===== src/rtl/mem_arb_pkg.sv =====
// ---------------------------------------------------------------------------
// mem_arb_pkg
// Shared definitions for the two-port memory arbiter: FSM state encoding,
// grant identifiers, latency-counter width and the default memory latency.
// ---------------------------------------------------------------------------
package mem_arb_pkg;

    // Default backing-memory access latency in cycles (legal 1..15).
    localparam int MEM_LAT_DEFAULT = 4;

    // Counter width covering a load value of up to 14 (MEM_LAT-1).
    localparam int CNT_W = 4;

    typedef enum logic [2:0] {
        IDLE   = 3'd0,
        BUSY_I = 3'd1,
        BUSY_D = 3'd2,
        ACK_I  = 3'd3,
        ACK_D  = 3'd4
    } state_t;

    // Identifies which port received the most recent grant.
    typedef enum logic {
        GNT_I = 1'b0,
        GNT_D = 1'b1
    } grant_t;

endpackage


===== src/rtl/lat_counter.sv =====
// ---------------------------------------------------------------------------
// lat_counter
// Loadable down-counter that times one memory access.
//   clk      : clock, rising edge
//   rst      : asynchronous active-high reset, clears the count
//   load     : load load_val (has priority over counting)
//   load_val : value loaded at the start of an access
//   en       : decrement while non-zero
//   count    : current count
//   done     : count has reached zero
// ---------------------------------------------------------------------------
module lat_counter
    import mem_arb_pkg::*;
#(
    parameter int W = CNT_W
) (
    input  logic         clk,
    input  logic         rst,
    input  logic         load,
    input  logic [W-1:0] load_val,
    input  logic         en,
    output logic [W-1:0] count,
    output logic         done
);

    // NOTE: sequential state uses non-blocking assignments so every register
    // samples the pre-edge values, independent of statement order.
    always_ff @(posedge clk or posedge rst) begin
        if (rst) begin
            count <= '0;
        end else if (load) begin
            count <= load_val;
        end else if (en && (count != '0)) begin
            count <= count - 1'b1;
        end
    end

    assign done = (count == '0);

endmodule


===== src/rtl/mem_arbiter.sv =====
// ---------------------------------------------------------------------------
// mem_arbiter
// Arbitrates an instruction-fetch port and a data port onto one single-port
// memory with a fixed access latency. Round-robin when both ports contend.
//   clk, rst            : clock (rising edge), async active-high reset
//   if_req/if_addr      : fetch request (held until if_ack) and address
//   if_ack/if_rdata     : one-cycle completion pulse, fetched word (held)
//   d_re/d_we           : data read/write request (held until d_ack)
//   d_addr/d_wdata      : data address and write data
//   d_ack/d_rdata       : one-cycle completion pulse, read word (held)
//   mem_en/mem_wr       : memory enable and write strobe
//   mem_addr/mem_wdata  : memory address and write data
//   mem_rdata           : memory read data, valid at the last access cycle
//   freeze              : stall while any request is unacknowledged
// ---------------------------------------------------------------------------
module mem_arbiter
    import mem_arb_pkg::*;
#(
    parameter int MEM_LAT = MEM_LAT_DEFAULT,
    parameter int AW      = 16,
    parameter int DW      = 16
) (
    input  logic          clk,
    input  logic          rst,
    input  logic          if_req,
    input  logic [AW-1:0] if_addr,
    output logic          if_ack,
    output logic [DW-1:0] if_rdata,
    input  logic          d_re,
    input  logic          d_we,
    input  logic [AW-1:0] d_addr,
    input  logic [DW-1:0] d_wdata,
    output logic          d_ack,
    output logic [DW-1:0] d_rdata,
    output logic          mem_en,
    output logic          mem_wr,
    output logic [AW-1:0] mem_addr,
    output logic [DW-1:0] mem_wdata,
    input  logic [DW-1:0] mem_rdata,
    output logic          freeze
);

    localparam logic [CNT_W-1:0] LOAD_VAL = CNT_W'(MEM_LAT - 1);

    state_t          state, state_nxt;
    grant_t          last_grant;
    logic            pend_i, pend_d;
    logic            grant_i, grant_d;
    logic            cnt_done;
    logic [CNT_W-1:0] cnt;
    logic [AW-1:0]   addr_q;
    logic [DW-1:0]   wdata_q;
    logic            wr_q;

    assign pend_i = if_req;
    assign pend_d = d_re | d_we;

    // ---------------- next state, grant and outputs -----------------------
    // NOTE: every signal gets a default before the case so no path through
    // the block leaves it unassigned, which would otherwise infer a latch.
    always_comb begin
        state_nxt = state;
        grant_i   = 1'b0;
        grant_d   = 1'b0;
        mem_en    = 1'b0;
        mem_wr    = 1'b0;
        if_ack    = 1'b0;
        d_ack     = 1'b0;

        unique case (state)
            IDLE: begin
                if (pend_i && pend_d) begin
                    // Contention: favour the port that was not served last.
                    if (last_grant == GNT_I) grant_d = 1'b1;
                    else                     grant_i = 1'b1;
                end else if (pend_d) begin
                    grant_d = 1'b1;
                end else if (pend_i) begin
                    grant_i = 1'b1;
                end
            end
            BUSY_I: begin
                mem_en = 1'b1;
                if (cnt_done) state_nxt = ACK_I;
            end
            BUSY_D: begin
                mem_en = 1'b1;
                mem_wr = wr_q;
                if (cnt_done) state_nxt = ACK_D;
            end
            // In an ACK cycle the acked port still shows its request, so only
            // the other port is considered; this also yields back-to-back
            // alternation when both ports stay busy.
            ACK_I: begin
                if_ack = 1'b1;
                if (pend_d) grant_d = 1'b1;
                else        state_nxt = IDLE;
            end
            ACK_D: begin
                d_ack = 1'b1;
                if (pend_i) grant_i = 1'b1;
                else        state_nxt = IDLE;
            end
            default: state_nxt = IDLE;
        endcase

        if (grant_d)      state_nxt = BUSY_D;
        else if (grant_i) state_nxt = BUSY_I;
    end

    assign mem_addr  = addr_q;
    assign mem_wdata = wdata_q;

    assign freeze = (if_req & ~if_ack) | ((d_re | d_we) & ~d_ack);

    // ---------------- state and access registers --------------------------
    always_ff @(posedge clk or posedge rst) begin
        if (rst) begin
            state      <= IDLE;
            last_grant <= GNT_I;
            addr_q     <= '0;
            wdata_q    <= '0;
            wr_q       <= 1'b0;
            if_rdata   <= '0;
            d_rdata    <= '0;
        end else begin
            state <= state_nxt;

            // Request fields are captured once at grant; later changes on
            // the request ports do not disturb the running access.
            if (grant_d) begin
                addr_q     <= d_addr;
                wdata_q    <= d_wdata;
                wr_q       <= d_we;     // d_re together with d_we is a write
                last_grant <= GNT_D;
            end else if (grant_i) begin
                addr_q     <= if_addr;
                wr_q       <= 1'b0;
                last_grant <= GNT_I;
            end

            if ((state == BUSY_I) && cnt_done) begin
                if_rdata <= mem_rdata;
            end
            if ((state == BUSY_D) && cnt_done && !wr_q) begin
                d_rdata <= mem_rdata;
            end
        end
    end

    lat_counter #(
        .W (CNT_W)
    ) u_lat_counter (
        .clk      (clk),
        .rst      (rst),
        .load     (grant_i | grant_d),
        .load_val (LOAD_VAL),
        .en       (mem_en),
        .count    (cnt),
        .done     (cnt_done)
    );

endmodule


===== config.mk =====
export PLATFORM = sky130hd
export DESIGN_NAME = mem_arbiter
export DESIGN_NICKNAME = d
export VERILOG_FILES = /design/src/rtl/mem_arb_pkg.sv /design/src/rtl/lat_counter.sv /design/src/rtl/mem_arbiter.sv
export SDC_FILE = /design/constraint.sdc
export NUM_CORES = 1
export LEC_CHECK = 0
export CORE_ASPECT_RATIO = 1.5
export CORE_MARGIN = 2
export CORE_UTILIZATION = 39
export CTS_CLUSTER_SIZE = 30
export DETAILED_ROUTE_END_ITERATION = 8
export GPL_TIMING_DRIVEN = 0
export PLACE_DENSITY_LB_ADDON = 0.1
export SETUP_SLACK_MARGIN = 0.5
export SYNTH_ARGS = -nofsm -noshare
export SYNTH_HDL_FRONTEND = slang
export SYNTH_HIERARCHICAL = 1
export SYNTH_SLANG_ARGS = --single-unit

===== constraint.sdc =====
create_clock -name clk -period 2.25 [get_ports clk]
set_input_delay 0.45 -clock clk [delete_from_list [all_inputs] [get_ports clk]]
set_output_delay 0.45 -clock clk [all_outputs]
set_load 0.02 [all_outputs]

==> qor.yml, run 1 <==
outcome:
  status: "completed"
setup_path:
  critPathCaptureType: "flop"
  worstSetupPathType: "flop to flop"
  cp-start-kind: "flop"
  crit_arrival_ps: 2380
  rr_worst_depth: 10
  r2r_end: "d_rdata[2]"
  regToRegSetupSlack_ps: 80
  crit_fanout: 5
  rr_startpoint: "u_lat_counter/count[1]"
  required_ps: 2460
sta:
  worst_pin_slew_ps: 900
  maxClockFrequency_mhz: 460
  finalHoldViolations: 0
  whs_ps: 386
  max_slew_margin: 0.398
  fin_ws_ps: 76.9
  drv_slew: 0
  fin_crit_ps: 2170
  min_period_over_period: 0.966
  grt_setup_unrepaired: "true"
  setup_violations: 0
  finalClockSkew_ps: 6.82
synth:
  synth_top_area_share: 0.531
  synth_cell_type_count: 44
  synth_flop_cell: "dfrtp_1"
  synth_edf_count: 0
  synth_common_cells: "73 x dfrtp_1, 32 x o211ai_1, 31 x mux2_2"
  yosys.area.top_type: "dfrtp_1"
  async_reset_ff_frac: 1.00
  synthTopCellsByArea: "dfrtp_1 53%, mux2_2 10%, mux2_4 7.9%"
  ys_seq_area_frac: 0.531
  synth.most_common_cell: "dfrtp_1"
  syn_avg_cell_area_sq_um: 12.9
  syn_inst: 266
  ys_seq_elements: 73
  syn-cell-area_sq_mm: 0.00344
  yosys_warnings: 6
drt:
  wl_per_cell_um: 17.6
  viasPerCell: 5.08
  drc_errors: 0
  drtIter0Drc: 135
  routed_wl_um: 10200
  antenna_left: 0
  vias: 2939
  dr.pass1.iters: 4
grt:
  grt_max_degree: 40
  grt_pass1_vias: 3009
  antenna_found_initial: 0
  overflow: 0
  grt_pass1_wl_um: 15100
  grt_use_total: 0.205
clock_network:
  clkTransAtPathRegs_ps: 60
  cts-buffers-inserted: 9
  htree_levels: 3
  insertion_delay_ps: 330
  ctsHoldBuffers: 0
  cts_tree: "done"
  cts-root-buf: "clkbuf_16"
  clockBufferDepth: 2
  clkSinkCount: 73
pwr:
  power_density_mw_per_mm2: 1410
  sequentialPowerShare: 0.262
  power_leakage_nw: 3.09
  power.switching_mw: 3.16
  clockPowerShare: 0.157
  internal_power_mw: 5.43
  power.share.combinational: 0.581
  switching_share: 0.368
  ir_drop_uv: 763
  finalPower_mw: 8.60
floorplan:
  core_area_sq_mm: 0.00872
  initial_core_util: 0.394
  ios: 138
  die-area_sq_mm: 0.00960
  die_y_um: 119
  die_w_um: 80.7
  rows: 42
finish:
  nets: 533
  layout-drive-gt1-share: 0.359
  diodes: 0
  area_growth_pct: 77.9
  final_area_sq_mm: 0.00612
job:
  maxCapViolCount: 0
placement:
  hpwl_um: 6390
  post-place-ws_ps: -438
  placed_area_sq_mm: 0.00509
  port_buffers: 137
  place_congestion: 0.771
hold_path:
  hp-class: "input pin to asynchronous set/reset pin"
==> cells by family (layout without fill, tap and decap cells) <==
family	count (synthesis)	after routing	share of synthesized area
AO/OA/AOI/OAI	72	73	0.163
adder cells (fa/ha/maj)	1	1	0.00364
buffers and inverters	43	242	0.0640
flip-flops	73	73	0.531
multiplexers	49	49	0.180
other	2	4	0.00218
AND/OR/NAND/NOR	26	26	0.0560
==> flip-flops by register name, summed over array words and instances (netlist names) <==
| signal | flops |
|---|---|
| d_rdata | 16 |
| if_rdata | 16 |
| mem_addr | 16 |
| mem_wdata | 16 |
| u_lat_counter/count | 4 |
| state | 3 |
| last_grant | 1 |
| wr_q | 1 |
==> worst max-delay path by stage <==
stage | start | end | slack, ps | depth (start not counted)
after detailed placement | d_re | u_lat_counter/count[3] | -440 | 8
after global routing | u_lat_counter/count[1] | d_rdata[2] | 10 | 10
final | u_lat_counter/count[1] | d_rdata[2] | 80 | 10
after floorplan | u_lat_counter/count[1] | d_rdata[0] | 180 | 9
after CTS | u_lat_counter/count[0] | d_rdata[5] | 110 | 10
after global placement | d_re | u_lat_counter/count[3] | -430 | 8
==> power by group through the flow <==
stage	combinational [mW]	clock [mW]	sequential, mW
floorplan	1.85	0	2.91
global placement	4.07	0	2.27
detailed placement	4.11	0	2.29
CTS	4.37	1.38	2.26
global route	5.30	1.43	2.32
finish	4.99	1.35	2.26
==> cell usage in the layout (no fill, tap or decap), drive strengths merged, types with 4 or more instances in the layout <==
cell           count
a21oi              6
buf               63
clkbuf            18
clkdlybuf4s50     72
conb               4
dfrtp             73
dlygate4sd2       24
dlymetal6s2s      36
inv               25
mux2              49
nand2              4
nand2b             4
o211ai            32
o21ai              8
o311ai            16
==> layer usage <==
layer  vias to the layer above  part of all wire  GRT usage
li1                       1372                 -          -
met1                      1459              0.40      0.248
met2                        97              0.54      0.357
met3                        11             0.052     0.0447
met4                         0             0.013     0.0657
met5                         -                 0          0
==> area by class of cell <==
type	count	area, sq um
Tap cell	110	138
Sequential cell	73	1830
Clock inverter	4	26.3
Fill cell	660	2610
Timing Repair Buffer	183	1910
Buffer	18	205
Inverter	25	97.6
Multi-Input combinational cell	153	1660
Clock buffer	12	256
==> worst max-delay path, cell delays in order, from the launching register on <==
cell and delay (ps):
dfrtp_1 400, inv_2 80, ha_4 120, or3b_4 380, inv_2 80, and4bb_4 240, and2_4 140, buf_8 100
buf_6 100, buf_12 110, mux2_4 300
==> repair_timing <==
action / CTS / global route
setup buffers: 20 / 21
gates resized for setup: 78 / 88
pin swaps: 6 / 8
gates cloned: 2 / 3
endpoints found under the setup margin: 98 / 101
==> stage by stage <==
stage          setup TNS, ps  utilization  cells
3_3_place_gp           -2710        0.582    515
3_5_place_dp           -3010        0.584    516
6_report                   0        0.701    578
4_1_cts                    0        0.648    554
5_1_grt                    0        0.701    578
2_1_floorplan              0            -    268
No activity file was read; power rests on OpenSTA's default activity.
==> run 2: changes to the inputs <==
--- a/config.mk
+++ b/config.mk
@@ -12,2 +12,3 @@
 export DETAILED_ROUTE_END_ITERATION = 8
+export GPL_ROUTABILITY_DRIVEN = 0
 export GPL_TIMING_DRIVEN = 0
==> constraint.sdc (replaced) <==
create_clock -name clk -period 2.25 [get_ports clk]
set_input_delay 0.5625 -clock clk [delete_from_list [all_inputs] [get_ports clk]]
set_output_delay 0.5625 -clock clk [all_outputs]
set_load 0.02 [all_outputs]
==> run 2 against run 1 <==
- die area is the same
- final cell count grew 0.35%
- critical path depth is the same
- total power shrank 0.54%
- maximum frequency grew 0.57%
- combinational power shrank 6.6%
- routed wire length shrank 1.9%
- flip-flop and latch count is the same
- global-route usage grew 0.11 points
- non-clock buffer count grew 3
- highest routed layer unchanged
==> qor.yml, run 2 (synthesis gave the netlist of run 1 again) <==
clock_network:
  cts-buffers-inserted: 9  # unchanged
  cts-root-buf: "clkbuf_16"
  insertion_delay_ps: 330  # about the same
  clkTransAtPathRegs_ps: 50  # about the same
  clkSinkCount: 73  # unchanged
  ctsHoldBuffers: 0  # unchanged
  cts_tree: "done"
  htree_levels: 3  # unchanged
  clockBufferDepth: 2  # unchanged
floorplan:
  die_w_um: 80.7  # unchanged
  die-area_sq_mm: 0.00960  # unchanged
  ios: 138  # unchanged
  die_y_um: 119  # unchanged
  initial_core_util: 0.394  # unchanged
  rows: 42  # unchanged
  core_area_sq_mm: 0.00872  # unchanged
finish:
  fillerInstances: 687  # +4.1%
  area_growth_pct: 76.2
  nets: 535  # +0.38%
  diodes: 0  # unchanged
  layout-drive-gt1-share: 0.357  # -0.00153
  multiInputGateArea_sq_mm: 0.00166  # +0.30%
  register_area_sq_mm: 0.00183  # unchanged
  final_common_cell: "dfrtp_1"
  final_cell_mix: "72 x dfrtp_1, 65 x clkdlybuf4s50_1, 63 x dlygate4sd2_1"
setup_path:
  crit_slowest_cell: "dfrtp_1"
  rr_startpoint: "u_lat_counter/count[1]"
  required_ps: 2460  # about the same
  critPathCaptureType: "flop"
  critPathMaxStageDelay_ps: 390  # about the same
  critPathTopFamily: "simple AND/OR/NAND/NOR gates"
  cp.buffers_inverters: 5  # unchanged
  crit_fanout: 7  # +2
  worstSetupPathType: "flop to flop"
  crit_arrival_ps: 2370  # about the same
  crit_start: "u_lat_counter/count[1]"
  crit_chain: "inv_2, ha_4, or3b_4, inv_2, and4bb_4, and2_4, buf_8, buf_12, buf_12, mux2_4"
  cp-start-kind: "flop"
drt:
  drc_errors: 0  # unchanged
  drtIter0Drc: 140  # +3.7%
  routed_wl_um: 9980  # -1.9%
  viasPerCell: 5.13  # +0.94%
  wl_per_cell_um: 17.2  # -2.3%
  dr.pass1.iters: 4  # unchanged
  vias: 2977  # +1.3%
  antenna_left: 0  # unchanged
sta:
  tns_ps: 0  # unchanged
  whs_ps: 498  # +112 ps
  fin_crit_ps: 2160  # -12.2 ps
  fin_ws_ps: 89.1  # +12.2 ps
  finalClockSkew_ps: 5.78  # -1.04 ps
  max_slew_margin: 0.497  # +0.0989
  grt_setup_unrepaired: "true"
  drv_slew: 0  # unchanged
  finalHoldViolations: 0  # unchanged
  min_period_over_period: 0.960  # -0.00544
  setup_violations: 0  # unchanged
  worst_pin_slew_ps: 752  # -148 ps
  maxClockFrequency_mhz: 463  # +0.57%
grt:
  grt_pass1_wl_um: 15300  # +0.82%
  overflow: 0  # unchanged
  grt_use_total: 0.206  # +0.00113
  grt_max_degree: 38  # -5.0%
  grt_pass1_vias: 3012  # +0.10%
  antenna_found_initial: 0  # unchanged
placement:
  post-place-ws_ps: -564  # -127 ps
  port_buffers: 137  # unchanged
  hpwl_um: 6440  # +0.77%
outcome:
  status: "completed"
hold_path:
  hp-class: "input pin to asynchronous set/reset pin"
pwr:
  ir_drop_uv: 740  # -3.0%
  power_density_mw_per_mm2: 1410  # +0.47%
  power_leakage_nw: 2.81  # -9.1%
job:
  maxCapViolCount: 0  # unchanged
-- run 2: cell types whose count changed in the layout (fill, tap and decap cells not counted), sizes merged --
| cell | before | now |
|---|---|---|
| buf | 63 | 65 |
| clkdlybuf4s50 | 72 | 65 |
| clkdlybuf4s15 | 0 | 3 |
| o21a | 3 | 2 |
| dlymetal6s2s | 36 | 1 |
| inv | 25 | 24 |
| clkinvlp | 2 | 1 |
| dlygate4sd2 | 24 | 63 |
| bufinv | 0 | 3 |
-- run 2: power by group --
part	total [mW]	switching (mW)	internal [mW]
Sequential	2.27	0.344	1.93
Clock	1.62	0.540	1.08
Combinational	4.66	2.22	2.43
Total	8.55	3.11	5.44
-- run 2: repair_timing --
action,in CTS,in global routing
pin swaps,10,10
setup endpoints to repair,141,53
gates cloned,1,1
buffers inserted,28,18
resized for setup,132,36
-- run 2: cell type report --
cell class / count / share of cell area
Tap cell: 110 / 0.0227
Buffer: 18 / 0.0328
Clock buffer: 11 / 0.0384
Timing Repair Buffer: 186 / 0.296
Inverter: 25 / 0.0161
Sequential cell: 73 / 0.302
Clock inverter: 5 / 0.0171
Multi-Input combinational cell: 152 / 0.275
-- run 2: per-layer routing --
| layer | vias up | track usage | part of all wire |
|---|---|---|---|
| met5 | - | 0 | 0 |
| met3 | 19 | 0.0538 | 0.057 |
| met1 | 1471 | 0.239 | 0.39 |
| met4 | 0 | 0.0879 | 0.022 |
| li1 | 1380 | - | - |
| met2 | 107 | 0.352 | 0.54 |
-- run 2: path summary, 6_finish.rpt --
path | to | slack [ps] | depth (start not counted)
worst max-delay path | d_rdata[0] | 90 | 10
worst min-delay path | u_lat_counter/count[1] | 500 | 2
worst max register to register | d_rdata[0] | 90 | 10
worst min register to register | mem_wdata[8] | 500 | 1
max in group asynchronous | state[2] | 890 | 3
min in group clk | mem_wdata[8] | 500 | 1
-- run 2: stage by stage --
step / total power, mW / util / std cells / instance area (sq um)
CTS: 8.21 / 0.661 / 561 / 5770
global route: 9.02 / 0.694 / 580 / 6060
global placement: 6.32 / 0.582 / 515 / 5080
finish: 8.55 / 0.694 / 580 / 6060
detailed placement: 6.39 / 0.585 / 516 / 5100
floorplan: 4.74 / - / 268 / 3570
==> run 3: changes to the inputs <==
Settings changed: GPL_TIMING_DRIVEN 0 to 1, SETUP_SLACK_MARGIN 0.5 to 0.3.
==> run 3 against run 2 <==
- global-route usage is 1.7 points lower
- utilization shrank 4.4 points
- clock power down 11%
- final area is 6.3% lower
- final cell count decreased by 4.7%
==> qor.yml, run 3 (synthesis gave the netlist of run 1 again) <==
clock_network:
  cts-root-buf: "clkbuf_16"
  clkTransAtPathRegs_ps: 60  # about the same
  clkSinkCount: 73  # unchanged
  clockBufferDepth: 2  # unchanged
  cts_tree: "done"
  cts-buffers-inserted: 9  # unchanged
  htree_levels: 3  # unchanged
  insertion_delay_ps: 330  # about the same
  ctsHoldBuffers: 0  # unchanged
setup_path:
  crit_arrival_ps: 2250  # -120 ps
  required_ps: 2460  # about the same
  worstSetupPathType: "flop to flop"
  critPathCaptureType: "flop"
  cp-start-kind: "flop"
  crit_fanout: 7  # unchanged
job:
  maxCapViolCount: 0  # unchanged
finish:
  fillerInstances: 713  # +3.8%
  diodes: 0  # unchanged
  layout-drive-gt1-share: 0.309  # -0.0482
  nets: 508  # -5.0%
  multiInputGateArea_sq_mm: 0.00154  # -7.1%
  register_area_sq_mm: 0.00183  # about the same
  final_cell_mix: "130 x clkdlybuf4s50_1, 71 x dfrtp_1, 39 x mux2_4"
  final_common_cell: "clkdlybuf4s50_1"
  area_growth_pct: 65.0
  final_core_util: 0.650  # -0.0440
drt:
  vias: 2852  # -4.2%
  drc_errors: 0  # unchanged
  viasPerCell: 5.16  # +0.48%
  antenna_left: 0  # unchanged
  wl_per_cell_um: 16.6  # -3.7%
  routed_wl_um: 9160  # -8.2%
  dr.pass1.iters: 4  # unchanged
  drtIter0Drc: 89  # -36%
pwr:
  internal_power_mw: 5.20  # -4.5%
  clockPowerShare: 0.178  # -0.012
  power.share.combinational: 0.540  # -0.005
  switching_share: 0.360  # -0.00367
  sequentialPowerShare: 0.282  # +0.016
  ir_drop_uv: 799  # +8.0%
  power.switching_mw: 2.92  # -6.0%
  finalPower_mw: 8.12  # -5.0%
  power_leakage_nw: 2.42  # -14%
  power_density_mw_per_mm2: 1430  # +1.4%
floorplan:
  die_w_um: 80.7  # unchanged
  ios: 138  # unchanged
  core_area_sq_mm: 0.00872  # unchanged
  die_y_um: 119  # unchanged
  die-area_sq_mm: 0.00960  # unchanged
  initial_core_util: 0.394  # unchanged
  rows: 42  # unchanged
grt:
  antenna_found_initial: 0  # unchanged
  grt_pass1_wl_um: 14100  # -7.5%
  grt_max_degree: 42  # +11%
  grt_use_total: 0.189  # -0.0166
  overflow: 0  # unchanged
  grt_pass1_vias: 2915  # -3.2%
sta:
  whs_ps: 503  # +4.53 ps
  finalHoldViolations: 0  # unchanged
  maxClockFrequency_mhz: 490  # +5.8%
  fin_crit_ps: 2040  # -119 ps
  setup_violations: 0  # unchanged
  grt_setup_unrepaired: "true"
  min_period_over_period: 0.908  # -0.0528
  drv_slew: 0  # unchanged
  fin_ws_ps: 208  # +119 ps
  finalClockSkew_ps: 4.47  # -1.31 ps
placement:
  port_buffers: 137  # unchanged
  post-place-ws_ps: -320  # +245 ps
  hpwl_um: 6220  # -3.5%
outcome:
  status: "completed"
hold_path:
  hp-class: "flop to flop"
run 3: final cells by class:
class / instances / area share
multi-input cells: 152 / 0.272
well taps: 110 / 0.0243
flip-flops and latches: 73 / 0.322
clock inverters: 6 / 0.0117
clock buffers: 10 / 0.0421
inverters: 25 / 0.0172
repair buffers: 177 / 0.310
run 3: final timing paths:
path | from | end | slack [ps] | cells past startpoint
min reg2reg | mem_wdata[14] | mem_wdata[14] | 500 | 1
min in group asynchronous | rst | u_lat_counter/count[0] | 510 | 2
max | u_lat_counter/count[0] | d_rdata[4] | 210 | 8
max in group asynchronous | rst | state[0] | 1280 | 3
min | mem_wdata[14] | mem_wdata[14] | 500 | 1
max reg2reg | u_lat_counter/count[0] | d_rdata[4] | 210 | 8
run 3: metrics by stage:
step	cells	TNS [ps]	area, sq um
floorplan	268	0	3540
global placement	520	-526	5130
detailed placement	520	-581	5130
CTS	546	0	5570
global route	553	0	5670
finish	553	0	5670
run 3: critical path, cell delays in order, from the launching register on:
cell and delay, ps:
dfrtp_1 380, inv_2 80, ha_4 130, or3b_4 380, inv_2 70, and4bb_4 240, and2_4 190, buf_12 140
mux2_4 300
run 3: power by group through the flow:
stage | sequential [mW] | combinational, mW | clock (mW)
after global routing | 2.36 | 4.68 | 1.52
after global placement | 2.29 | 4.05 | 0
final | 2.29 | 4.39 | 1.44
after floorplan | 2.90 | 1.81 | 0
after detailed placement | 2.31 | 4.09 | 0
after CTS | 2.29 | 4.28 | 1.48
run 3: metal layers:
| layer | vias to the layer above | track usage | share of wire |
|---|---|---|---|
| met4 | 0 | 0.0879 | 0.026 |
| met2 | 102 | 0.316 | 0.51 |
| met5 | - | 0 | 0 |
| met1 | 1415 | 0.235 | 0.40 |
| met3 | 17 | 0.0326 | 0.058 |
| li1 | 1318 | - | - |
run 3: what timing repair did:
item,CTS,global route
endpoints found under the setup margin,39,45
gates cloned,0,1
gates resized for setup,37,12
buffers inserted,10,6
pin swaps,2,6
